<file path="config.mk">
export PLATFORM = sky130hd
export DESIGN_NAME = hs32_fetch_flat
export DESIGN_NICKNAME = d
export VERILOG_FILES = /design/src/rtl/hs32_fetch_if.sv /design/src/rtl/hs32_fetch.sv /design/src/flat_wrapper.sv
export SDC_FILE = /design/constraint.sdc
export NUM_CORES = 1
export LEC_CHECK = 0
export ABC_CLOCK_PERIOD_IN_PS = 3900
export CAP_MARGIN = 20
export CELL_PAD_IN_SITES_DETAIL_PLACEMENT = 2
export CELL_PAD_IN_SITES_GLOBAL_PLACEMENT = 2
export CORE_ASPECT_RATIO = 0.8
export CORE_MARGIN = 4
export CORE_UTILIZATION = 27
export CTS_BUF_LIST = sky130_fd_sc_hd__clkbuf_4 sky130_fd_sc_hd__clkbuf_8
export CTS_CLUSTER_SIZE = 28
export DETAILED_ROUTE_END_ITERATION = 8
export PLACE_DENSITY = 0.82
export SLEW_MARGIN = 40
export SYNTH_ARGS = -nofsm -noshare
export SYNTH_HDL_FRONTEND = slang
export SYNTH_SLANG_ARGS = --single-unit
</file>
<file path="constraint.sdc">
create_clock -name clk -period 3.9 [get_ports clk]
set_clock_uncertainty 0.05 [all_clocks]
set_input_delay 0.78 -clock clk [delete_from_list [all_inputs] [get_ports clk]]
set_output_delay 0.78 -clock clk [all_outputs]
set_load 0.02 [all_outputs]
</file>
<file path="src/rtl/hs32_fetch_if.sv">
// Fetch-unit bus bundle: decode handshake (instd/pcd/reqd/ackd), memory read port and redirect.
// master = fetch unit; slave = decode/memory/execute side.
interface hs32_fetch_if;
   logic [31:0] instd;
   logic [31:0] pcd;
   logic        reqd;
   logic        ackd;
   logic [31:0] addr;
   logic        reqm;
   logic        ackm;
   logic [31:0] dtr;
   logic        flush;
   logic [31:0] newpc;

   modport master (
      output instd, pcd, ackd, addr, reqm,
      input  reqd, ackm, dtr, flush, newpc
   );

   modport slave (
      input  instd, pcd, ackd, addr, reqm,
      output reqd, ackm, dtr, flush, newpc
   );
endinterface

</file>
<file path="src/rtl/hs32_fetch.sv">
// hs32 instruction fetch: one-outstanding memory reader feeding an in-order buffer toward decode.
// Define HS32_PREFETCH_EN for a FIFO_DEPTH-entry prefetch FIFO; otherwise a single-entry buffer.
module hs32_fetch #(
   parameter logic [31:0] RESET_VEC  = 32'h0000_0000,
   parameter int unsigned FIFO_DEPTH = 4
) (
   input logic          clk,
   input logic          reset,
   hs32_fetch_if.master bus
);
   localparam logic [0:0] IDLE = 1'b0;
   localparam logic [0:0] REQ  = 1'b1;

`ifdef HS32_PREFETCH_EN
   localparam int unsigned CAP = FIFO_DEPTH;
`else
   localparam int unsigned CAP = 1;
`endif
   localparam int unsigned CW = $clog2(FIFO_DEPTH) + 1;

   logic [0:0]    state_q, state_d;
   logic [31:0]   pc_q, pc_d;
   logic [31:0]   addr_q, addr_d;
   logic          drop_q, drop_d;
   logic [CW-1:0] count_q, count_d;
   logic          wait_ack, ackd, push, pop, space_d;
   logic [31:0]   head_word, head_pc;

   assign wait_ack = (state_q == REQ) && !bus.ackm;
   assign ackd     = (count_q != '0) && !bus.flush;
   assign pop      = bus.reqd && ackd;
   // A word returned during a flush belongs to the abandoned path.
   assign push     = (state_q == REQ) && bus.ackm && !drop_q && !bus.flush;

   always_comb begin
      count_d = bus.flush ? '0 : count_q + CW'(push) - CW'(pop);
      space_d = count_d < CW'(CAP);
   end

`ifdef HS32_PREFETCH_EN
   localparam int unsigned PW = $clog2(FIFO_DEPTH);

   logic [31:0]   word_q [FIFO_DEPTH];
   logic [31:0]   wpc_q  [FIFO_DEPTH];
   logic [PW-1:0] rd_q, rd_d, wr_q, wr_d;

   always_comb begin
      rd_d = rd_q;
      wr_d = wr_q;
      if (bus.flush) begin
         rd_d = '0;
         wr_d = '0;
      end else begin
         if (push) wr_d = wr_q + PW'(1);
         if (pop)  rd_d = rd_q + PW'(1);
      end
   end

   always_ff @(posedge clk) begin
      if (reset) begin
         rd_q <= '0;
         wr_q <= '0;
         for (int unsigned i = 0; i < FIFO_DEPTH; i++) begin
            word_q[i] <= '0;
            wpc_q[i]  <= '0;
         end
      end else begin
         rd_q <= rd_d;
         wr_q <= wr_d;
         if (push) begin
            word_q[wr_q] <= bus.dtr;
            wpc_q[wr_q]  <= addr_q;
         end
      end
   end

   assign head_word = word_q[rd_q];
   assign head_pc   = wpc_q[rd_q];
`else
   logic [31:0] word_q, wpc_q;

   always_ff @(posedge clk) begin
      if (reset) begin
         word_q <= '0;
         wpc_q  <= '0;
      end else if (push) begin
         word_q <= bus.dtr;
         wpc_q  <= addr_q;
      end
   end

   assign head_word = word_q;
   assign head_pc   = wpc_q;
`endif

   // A request in flight is never withdrawn; a flush during it only marks its data for discard.
   always_comb begin
      pc_d   = pc_q;
      drop_d = drop_q;
      if ((state_q == REQ) && bus.ackm) begin
         drop_d = 1'b0;
         if (!drop_q) pc_d = pc_q + 32'd4;
      end
      if (bus.flush) begin
         pc_d = bus.newpc & ~32'h3;
         if (wait_ack) drop_d = 1'b1;
      end
      if (wait_ack)
         state_d = REQ;
      else if (!bus.flush && space_d)
         state_d = REQ;
      else
         state_d = IDLE;
      addr_d = wait_ack ? addr_q : pc_d;
   end

   always_ff @(posedge clk) begin
      if (reset) begin
         state_q <= IDLE;
         pc_q    <= RESET_VEC;
         addr_q  <= RESET_VEC;
         drop_q  <= 1'b0;
         count_q <= '0;
      end else begin
         state_q <= state_d;
         pc_q    <= pc_d;
         addr_q  <= addr_d;
         drop_q  <= drop_d;
         count_q <= count_d;
      end
   end

   assign bus.ackd  = ackd;
   assign bus.instd = head_word;
   assign bus.pcd   = head_pc;
   assign bus.reqm  = (state_q == REQ);
   assign bus.addr  = addr_q;
endmodule

</file>
<file path="src/flat_wrapper.sv">
// flat-port wrapper written by rule: the top's interface ports become plain ports
module hs32_fetch_flat 
#(
   parameter logic [31:0] RESET_VEC  = 32'h0000_0000,
   parameter int unsigned FIFO_DEPTH = 4
)
  (clk, reset, bus_instd, bus_pcd, bus_ackd, bus_addr, bus_reqm, bus_reqd, bus_ackm, bus_dtr, bus_flush, bus_newpc);
  hs32_fetch_if bus_i ();
  input logic clk;
  input logic reset;
  output wire logic [$bits(bus_i.instd)-1:0] bus_instd;
  output wire logic [$bits(bus_i.pcd)-1:0] bus_pcd;
  output wire logic [$bits(bus_i.ackd)-1:0] bus_ackd;
  output wire logic [$bits(bus_i.addr)-1:0] bus_addr;
  output wire logic [$bits(bus_i.reqm)-1:0] bus_reqm;
  input wire logic [$bits(bus_i.reqd)-1:0] bus_reqd;
  input wire logic [$bits(bus_i.ackm)-1:0] bus_ackm;
  input wire logic [$bits(bus_i.dtr)-1:0] bus_dtr;
  input wire logic [$bits(bus_i.flush)-1:0] bus_flush;
  input wire logic [$bits(bus_i.newpc)-1:0] bus_newpc;
  assign bus_instd = bus_i.instd;
  assign bus_pcd = bus_i.pcd;
  assign bus_ackd = bus_i.ackd;
  assign bus_addr = bus_i.addr;
  assign bus_reqm = bus_i.reqm;
  assign bus_i.reqd = bus_reqd;
  assign bus_i.ackm = bus_ackm;
  assign bus_i.dtr = bus_dtr;
  assign bus_i.flush = bus_flush;
  assign bus_i.newpc = bus_newpc;
  hs32_fetch #(.RESET_VEC(RESET_VEC), .FIFO_DEPTH(FIFO_DEPTH)) u_core (.clk(clk), .reset(reset), .bus(bus_i));
endmodule
</file>
* Word level (Yosys, flattened, before mapping)
Cells that the tools add are included.
** Word-level totals
- Bits in registers :: 133
- Output and inout bits :: 98
- Logic and storage cells :: 31
** Operators by class
- Add/sub/neg operators :: 3
- Order comparisons :: 1
- Muxes and demuxes :: 9
- Reductions and logical operators :: 11
** Operator list (number)
- $mux W32 :: 3
- $add A32 B3 Y32 const B :: 1
- $logic_and A1 B1 Y1 :: 7
- $mux W1 :: 5
- $add A3 B1 Y3 :: 1
- $logic_not A1 Y1 :: 3
- $lt A3 B1 Y1 const B :: 1
- $mux W3 :: 1
- $reduce_bool A3 Y1 :: 1
- $sub A3 B1 Y3 :: 1

* Logic depth before layout (Yosys ltp)
- Depth in word-level cells :: 10
- Gate-level depth with buffers :: 12
- Gate-level depth less buffers :: 11

* Worst setup path after synthesis
Ideal clock, no wire load.
- Path kind :: input-to-reg
- Start :: input bus_flush
- End :: register u_core.state_q (netlist: u_core.bus.reqm)
- Library setup time :: 0.128 ns
- Arrival time :: 2.982 ns
- Required time :: 3.722 ns
- Slack :: 0.741 ns
- Stages on the path :: 12
- Cells stage by stage :: clkbuf_1 > clkbuf_1 > nor2_1 > and2_1 > ha_1 > inv_1 > ha_1 > fa_1 > xnor2_1 > xnor2_1 > a21oi_1 > nor2_1
** On the way
- Longest elaborated chain between the ends :: 9
- Elaborated cells between the ends (all ways) :: 11
** Ends and longest elaborated chain
- from (decl) :: RTL line flat_wrapper.sv:19 : input wire logic [$bits(bus_i.flush)-1:0] bus_flush;
- $logic_not A1 Y1 :: RTL line hs32_fetch.sv:30 : assign ackd = (count_q != '0) && !bus.flush;
- $logic_and A1 B1 Y1 :: RTL line hs32_fetch.sv:30
- via bus_ackd :: RTL line flat_wrapper.sv:13 : output wire logic [$bits(bus_i.ackd)-1:0] bus_ackd;
- $logic_and A1 B1 Y1 :: RTL line hs32_fetch.sv:31 : assign pop = bus.reqd && ackd;
- $sub A3 B1 Y3 :: RTL line hs32_fetch.sv:36 : count_d = bus.flush ? '0 : count_q + CW'(push) - CW'(pop);
- $mux W3 :: RTL line hs32_fetch.sv:36
- $lt A3 B1 Y1 :: RTL line hs32_fetch.sv:37 : space_d = count_d < CW'(CAP);
- $logic_and A1 B1 Y1 :: RTL line hs32_fetch.sv:110 : else if (!bus.flush && space_d)
- $mux W1 :: RTL line hs32_fetch.sv:110
- $mux W1 :: RTL line hs32_fetch.sv:108 : if (wait_ack)
- to (signal assigned) :: RTL line hs32_fetch.sv:125 : state_q <= state_d;
- to (decl) :: RTL line hs32_fetch.sv:21 : logic [0:0] state_q, state_d;
The timed path passes the listed nets, and every way through them passes these cells.
A chain may end at the register's enable or synchronous reset.

* Worst setup path in the final report
- Start :: input bus_ackm
- End :: register u_core.addr_q[28] (netlist: u_core.bus.addr[28])
** On the way
- Longest elaborated chain between the ends :: 3
- Elaborated cells between the ends (all ways) :: 5
** Ends and longest elaborated chain
- from (decl) :: RTL line flat_wrapper.sv:17 : input wire logic [$bits(bus_i.ackm)-1:0] bus_ackm;
- $logic_and A1 B1 Y1 :: RTL line hs32_fetch.sv:100 : if ((state_q == REQ) && bus.ackm) begin
- $mux W32 :: RTL line hs32_fetch.sv:100
- $mux W32 :: RTL line hs32_fetch.sv:104 : if (bus.flush) begin
- to (signal assigned) :: RTL line hs32_fetch.sv:127 : addr_q <= addr_d;
- to (decl) :: RTL line hs32_fetch.sv:23 : logic [31:0] addr_q, addr_d;
Several ways; a longest one is shown, not always the timed one.

==> summary.md <==
| Metric | Value |
|---|---|
| Synthesized Nets | 743 |
| Hold crit path type | register to register |
| Placed Cells | 1062 |
| Detail Placement HPWL | 14.1 mm |
| Maximum clock rate | 353 MHz |
| CP top delay family | simple AND/OR/NAND/NOR gates |
| Core Rows | 46 |
| Final period utilization | 0.727 |
| Worst-path cell chain | clkdlybuf4s50_1 > nand3b_2 > nor4_4 > nand4_1 > mux2_4 > o41ai_2 |
| Boundary Pins | 167 |
| Lkg Pwr | 2.82 nW |
| Startpoint Class | input port |
| Fin crit period | 2.83 ns |
| Number of setup buffers added after CTS | 0 |
| Crit. End Element | register |
| Critical Path RT | 4.20 ns |
| CTS Buf Count | 17 |
| Syn Inst Count | 670 |
| RSZ-0062 raised after global routing | false |
| Peak supply drop | 170 uV |
| Fin. Hold Viols | 0 |
| Syn Area/Cell | 8.22 sq um |
| Slew @ Worst Pin | 0.758 ns |
| Final wirelength | 20.0 mm |
| Drt initial violations | 231 |
| Maximum buffer depth of the clock tree | 2 |
| Sequential area share after synthesis | 0.484 |
| IO buf count | 164 |
| Max incr delay on CP | 0.65 ns |
| Vias per cell | 4.93 |
| Hold buffer count at CTS | 0 |
| Synth Cell Area | 0.00551 sq mm |
| Async S/R FF share, synth | 0 |
| Ys Warns | 0 |
| Sum Neg Setup Slack | 0 ns |
| Critical path's slowest cell | nor4_4 |
| Largest fanout on the critical path | 10 |
| Status | completed |
| CTS tree | done |
| Synth area leaders | dfxtp_1, nand2_1, a21oi_1 |
| CP Class | input port to register |
| GR Util All Layers | 0.176 |
| # setup viols final | 0 |
| Cell taking the most area after synthesis | dfxtp_1 |
| Yosys cell types | 50 |
| Post-CTS sizing | 0 |
| Die ar. | 0.0228 sq mm |
| DR DRC count | 0 |
| CP bufs+invs | 1 |
| Relative slew margins | 0.495 |
| Final core utilization | 0.394 |
| Reg clk slew, reported paths | 0.07 ns |
| Drt pass-1 iters | 4 |
| Clock Latency Late Sink | 0.45 ns |
| Final nets | 890 |
| Root Driver | clkbuf_8 |
| Power per cell area | 414 mW/mm^2 |
| Initial antenna violation count | 1 |
| Core area | 0.0199 sq mm |
| Clk sinks | 133 |
| Non-Filler Instances | 1094 |
| Max-slew violation count | 0 |
| Initial Utilization | 0.277 |
| Via count | 5391 |
| Htree depth | 4 |
| Share of the synthesized area in the top cell type | 0.484 |
| EDFF count, synth | 0 |
| Maxcap violations | 0 |
| Remaining Overflow, GRT | 0 |
| Die W | 168 um |
| Die Y | 136 um |
| Largest net degree at the start of global routing | 76 |
| Antenna-violating nets left | 0 |
| Antenna cells | 0 |
| Share of layout cells above drive strength 1 | 0.0783 |
| Drt wl/cell | 18.3 um |
| Data arrival, critical path | 3.13 ns |
| Global-route wire length before repair | 31.5 mm |
| Synth-to-Final Area Change | 42.4% |
| GP Congestion | 0.752 |
| Ys flop type | dfxtp_1 |
| Seq cells post-synth | 133 |
| Vias in the first global route | 5770 |
| Overall Power | 3.25 mW |
[cell families after synthesis]
family          synth area share
compound gates             0.162
buf+inv                   0.0393
fa+ha+maj                 0.0105
flops                      0.484
xor+xnor                  0.0207
simple gates               0.269
mux                       0.0145
[synthesized netlist by cell type (7+ instances only)]
| cell | n |
|---|---|
| nor3_1 | 25 |
| nor2_1 | 45 |
| xnor2_1 | 7 |
| buf_1 | 9 |
| a21oi_1 | 87 |
| o21ai_0 | 10 |
| nand2_1 | 153 |
| o31ai_1 | 9 |
| inv_1 | 10 |
| clkbuf_1 | 35 |
| nand3_1 | 26 |
| dfxtp_1 | 133 |
| nand2b_1 | 10 |
| nand4_1 | 16 |
| a31o_2 | 7 |
[where the power goes]
group	leakage [nW]	switching (mW)	internal [mW]	total (mW)
clock	0.238	0.549	0.805	1.35
combinational	1.49	0.220	0.193	0.412
sequential	1.09	0.0629	1.42	1.48
[worst reg2reg max path, delay by kind of cell (launching register included)]
| family | cells | cell delay, ns |
|---|---|---|
| compound gates | 1 | 0.26 |
| fa+ha+maj | 1 | 0.19 |
| simple gates | 3 | 1.15 |
| mux | 1 | 0.34 |
| flops | 1 | 0.40 |
[cell type report]
type / instances / area (sq um)
Inverter: 11 / 41.3
Sequential cell: 133 / 2660
Tap cell: 264 / 330
Multi-Input combinational cell: 480 / 2630
Clock buffer: 24 / 324
Timing Repair Buffer: 174 / 1710
Fill cell: 2254 / 12100
Clock inverter: 8 / 143
[sequential cells by signal, indices dropped and copies added (netlist names)]
signal            cells
u_core.bus.addr      32
u_core.bus.reqm       1
u_core.drop_q         1
u_core.count_q        3
u_core.bus.instd     32
u_core.bus.pcd       32
u_core.pc_q          32
[layout by cell type, fill, tap and decap left out, drive strengths merged, types with 3 or more instances in the layout]
cell / instances
nor2: 45
dfxtp: 133
xor2: 6
a211oi: 6
buf: 12
and4: 3
nand2b: 10
nand2: 153
nor3: 25
clkdlybuf4s50: 162
o211a: 6
nand3: 26
and3: 3
o211ai: 6
o41ai: 6
mux2i: 5
clkbuf: 24
a31o: 7
o31ai: 9
clkinv: 4
nor4: 8
o21ai: 10
nand4: 17
or3: 3
ha: 3
and2: 6
bufinv: 4
a21oi: 87
nor2b: 3
inv: 10
xnor2: 7
[routing by layer]
layer  part of all wire  wire length (um)  GRT usage  vias up
li1                   -                 -          -     2605
met1               0.45              8970      0.215     2640
met2               0.48              9550      0.300      120
met3              0.059              1170     0.0575       24
met4              0.014               278     0.0487        2
met5            0.00065                13          0        -
[metrics by stage]
stage                     setup WS [ns]  hold WS [ns]  cell area, sq um
final                              1.07         0.408              7840
after global routing              0.959         0.430              7840
after CTS                          1.10         0.412              7840
after detailed placement          0.586         0.401              7370
after global placement            0.668         0.389              7370
after floorplan                   0.741         0.377              5510
[worst paths after layout]
| kind | from | end | slack [ns] | cells after the start |
|---|---|---|---|---|
| worst max-delay path | bus_ackm | u_core.bus.addr[28] | 1.07 | 6 |
| worst min register to register | u_core.bus.pcd[8] | u_core.bus.pcd[8] | 0.41 | 2 |
| worst min-delay path | u_core.bus.pcd[8] | u_core.bus.pcd[8] | 0.41 | 2 |
| worst max register to register | u_core.pc_q[2] | u_core.bus.addr[28] | 1.42 | 6 |
Note: power is estimated with default switching activity, not from simulation.
==> variant 1: new RTL, config.mk and constraints unchanged <==
`FIFO_DEPTH` is set to 4 in 2 places; all go to 2.
--- a/src/rtl/hs32_fetch.sv
+++ b/src/rtl/hs32_fetch.sv
@@ -2,7 +2,7 @@
 // Define HS32_PREFETCH_EN for a FIFO_DEPTH-entry prefetch FIFO; otherwise a single-entry buffer.
 module hs32_fetch #(
    parameter logic [31:0] RESET_VEC  = 32'h0000_0000,
-   parameter int unsigned FIFO_DEPTH = 4
+   parameter int unsigned FIFO_DEPTH = 2
 ) (
    input logic          clk,
    input logic          reset,
--- a/src/flat_wrapper.sv
+++ b/src/flat_wrapper.sv
@@ -2,7 +2,7 @@
 module hs32_fetch_flat 
 #(
    parameter logic [31:0] RESET_VEC  = 32'h0000_0000,
-   parameter int unsigned FIFO_DEPTH = 4
+   parameter int unsigned FIFO_DEPTH = 2
 )
   (clk, reset, bus_instd, bus_pcd, bus_ackd, bus_addr, bus_reqm, bus_reqd, bus_ackm, bus_dtr, bus_flush, bus_newpc);
   hs32_fetch_if bus_i ();
Formal check against the unedited RTL: no difference found for any inputs over 4 cycles, from zero or initial values and one cycle with reset high; that may be too few to reach the edited logic, so the function may still have changed.
==> variant 1 against the original RTL <==
Wire length up 0.44%. First-iteration DRC count down 23%. Power down 2.3%. Register-to-register slack better by 0.04 ns. Count of clock-buffer cells in the layout down 6. Worst setup slack worse by 0.27 ns. Design area down 3.5%. Sequential cell count down 1. Synthesized area down 4.5%. Largest cell class unchanged.
==> variant 1: results (changes against the original RTL) <==
status complete, no violations (unchanged); Post-Route WL 20,100 um (was 20,000 um); met1 global-route usage 0.218 (was 0.215); Placed Area 7120 um2 (was 7370 um2); GPL Wtd Cong 0.805 (was 0.752); Hold Path Sink u_core.pc_q[0] (was u_core.bus.pcd[8]); Cells after Synth 641 (was 670); fraction of layout cells with a size suffix above 1 0.0684 (was 0.0783); Worst Path Max Fanout 6 (was 10); wire length on met2 10,200 um (was 9550 um); CP peak stage delay 0.70 ns (was 0.65 ns); top sig layer met4 (was met5); Worst Hold Launch u_core.pc_q[0] (was u_core.bus.pcd[8]); r2r worst-path depth 7 (was 6); final worst slack 0.796 ns (was 1.07 ns); Comb pwr share 0.118 (was 0.127); Total GRT Usage 0.186 (was 0.176); NetSw 831 uW (was 832 uW); fin util 0.398 (was 0.394); Detail Placement HPWL 14,500 um (was 14,100 um); M1 WL 8330 um (was 8970 um); syn nets 713 (was 743); first-pass GRT wire length 31,800 um (was 31,500 um); top cells by area, synth dfxtp_1 50%, nand2_1 11%, a21oi_1 7.7% (was dfxtp_1 48%, nand2_1 10%, a21oi_1 7.9%); first-pass iteration count of the detailed router 6 (was 4); initial antenna violation count 0 (was 1); pwr dens 419 nW/um2 (was 414 nW/um2); R2R Setup Slk 1.46 ns (was 1.42 ns); clock power share 0.423 (was 0.417); worst vdd ir 0.000180 V (was 0.000170 V); Vias 5,158 (was 5,391); Layout fillers 2,163 (was 2,254)
variant 1: area by class of cell:
type	count	area share
Clock inverter	14	0.0278
Timing Repair Buffer	173	0.226
Multi-Input combinational cell	462	0.320
Clock buffer	18	0.0319
Tap cell	258	0.0426
Inverter	5	0.00248
Sequential cell	132	0.349
variant 1: worst reg2reg max path, delay by kind of cell (launching register included):
family,cells,cell delay (ns)
flops,1,0.45
compound gates,1,0.40
simple gates,4,0.99
xor+xnor,1,0.17
fa+ha+maj,1,0.29
variant 1: logic make-up after synthesis:
| family | count (synthesis) | synth area share |
|---|---|---|
| fa+ha+maj | 3 | 0.00714 |
| buf+inv | 47 | 0.0376 |
| xor+xnor | 29 | 0.0483 |
| compound gates | 115 | 0.120 |
| simple gates | 304 | 0.262 |
| mux | 11 | 0.0219 |
| flops | 132 | 0.502 |
==> variant 2: new RTL, same settings <==
Without the edit above. The option `HS32_PREFETCH_EN` is turned on by a define.
--- a/src/rtl/hs32_fetch.sv
+++ b/src/rtl/hs32_fetch.sv
@@ -1,5 +1,7 @@
 // hs32 instruction fetch: one-outstanding memory reader feeding an in-order buffer toward decode.
 // Define HS32_PREFETCH_EN for a FIFO_DEPTH-entry prefetch FIFO; otherwise a single-entry buffer.
+`define HS32_PREFETCH_EN
+
 module hs32_fetch #(
    parameter logic [31:0] RESET_VEC  = 32'h0000_0000,
    parameter int unsigned FIFO_DEPTH = 4
Formal check against the unedited RTL: not equivalent (a bounded check fails within 4 cycles, from zero or initial values and one cycle with reset high).
==> variant 2 against the original RTL <==
Via count rose by 79%. Sequential cell count rose by 198. Design area grew 130%. Critical path depth fell by 3. Wire length up 130%. Worst setup slack got worse by 0.74 ns. Register-to-register slack got worse by 0.10 ns. Synthesized area grew to 2.5 times the old value. Power up 150%.
==> variant 2: results (changes against the original RTL) <==
Post-Route WL 45,600 um (was 20,000 um); fraction of layout cells with a size suffix above 1 0.154 (was 0.0783); status complete, no violations (unchanged); worst vdd ir 0.000201 V (was 0.000170 V); syn nets 1,169 (was 743); GPL Wtd Cong 0.799 (was 0.752); clock tree buffer depth 3 (was 2); r2r worst-path depth 11 (was 6); vias in the first global route 11,000 (was 5,770); first-pass GRT wire length 68,500 um (was 31,500 um); worst hold stages 1 (was 2); Clock Latency Late Sink 0.64 ns (was 0.45 ns); synth unique cells 53 (was 50); worst relative slew slack 0.465 (was 0.495); DR iter-0 viols 590 (was 231); EDFF count, synth 256 (was 0); Worst Path Max Fanout 17 (was 10); ANT cells 0 (unchanged); top post-synthesis cells by count 256 x edfxtp_1, 222 x nor2_1, 116 x nand2_1, 75 x dfxtp_1, 73 x inv_1 (was 153 x nand2_1, 133 x dfxtp_1, 87 x a21oi_1, 45 x nor2_1, 35 x clkbuf_1); Inserted Clock Buffers 56 (was 17); first-pass iteration count of the detailed router 5 (was 4); largest net degree at the start of global routing 77 (was 76); Worst Hold Launch u_core.pc_q[1] (was u_core.bus.pcd[8]); ys async rst share 0 (unchanged); Hold Path Sink u_core.pc_q[1] (was u_core.bus.pcd[8]); top cells by area, synth edfxtp_1 55%, dfxtp_1 11%, mux4_2 10% (was dfxtp_1 48%, nand2_1 10%, a21oi_1 7.9%); Port Buf Inserts 164 (unchanged); Vias 9,648 (was 5,391); H-tree depth 2 (was 4); RR Endpoint u_core.bus.reqm (was u_core.bus.addr[28]); initial antenna violation count 0 (was 1); Pleak 6.61 nW (was 2.82 nW); register area share after synthesis 0.658 (was 0.484); Detail Placement HPWL 29,400 um (was 14,100 um); Nets 1,356 (was 890)
## variant 2: cell types whose count changed after synthesis, sizes merged, moves of 12 or more
cell    delta
nor2     +177
edfxtp   +256
nand3     -12
clkbuf    +20
mux4      +64
dfxtp     -58
nand2     -37
inv       +63
and3      +15
o21ai     +14
a21oi     -74
## variant 2: layout make-up
class	instances	area, um2
Clock buffer	86	1050
Clock inverter	16	153
Fill cell	5334	33300
Inverter	73	274
Multi-Input combinational cell	626	4310
Sequential cell	331	9200
Tap cell	684	856
Timing Repair Buffer	195	1970
## variant 2: kinds of logic (layout without fill, tap and decap cells)
family	count (synthesis)	count (layout)	share of synthesized area
muxes	69	69	0.107
adders and majority gates	4	4	0.00412
DFF	331	331	0.658
buffers and inverters	139	370	0.0380
and+or+nand+nor	445	445	0.139
xor gates and xnor gates	19	19	0.0119
AOI/OAI and AO/OA	89	89	0.0432
## variant 2: metal layers
metal  routed length [um]  global-route usage  share of wire  vias to the layer above
met5                    0                   0              0                        -
met4                  822              0.0429          0.018                        0
met3                 1890              0.0302          0.041                       58
met2                23200               0.289           0.51                      212
met1                19600               0.202           0.43                     5057
li1                     -                   -              -                     4321
## variant 2: power by group
part | switching, mW | total (mW) | internal [mW]
logic | 0.364 | 0.646 | 0.282
clock network | 1.48 | 3.39 | 1.91
registers | 0.105 | 4.05 | 3.95
total | 1.95 | 8.09 | 6.14
## variant 2: stage by stage
step	power, mW	instances	hold slack, ns	worst slack, ns	cell area (um2)
5_1_grt	8.42	2011	0.450	0.143	17800
6_report	8.09	2011	0.416	0.329	17800
3_3_place_gp	4.75	1909	0.394	0.371	16600
4_1_cts	8.22	2011	0.418	0.210	17800
2_1_floorplan	4.40	1096	0.379	-0.924	14000
3_5_place_dp	4.79	1909	0.400	0.436	16600
## variant 2: worst max path at each step
| stage | start | end | slack [ns] | cells after the start |
|---|---|---|---|---|
| 2_1_floorplan | bus_flush | u_core.word_q[0][0] | -0.92 | 4 |
| 3_3_place_gp | bus_ackm | u_core.word_q[2][4] | 0.37 | 7 |
| 3_5_place_dp | bus_ackm | u_core.word_q[1][27] | 0.44 | 7 |
| 4_1_cts | register | bus_pcd[23] | 0.21 | 3 |
| 5_1_grt | register | bus_pcd[23] | 0.14 | 3 |
| 6_report | register | bus_pcd[23] | 0.33 | 3 |
## variant 2: critical path, stage by stage (launching register included)
cell	delay [ns]
dfxtp_4	0.59
buf_4	0.33
mux4_2	0.59
clkdlybuf4s50_1	0.57
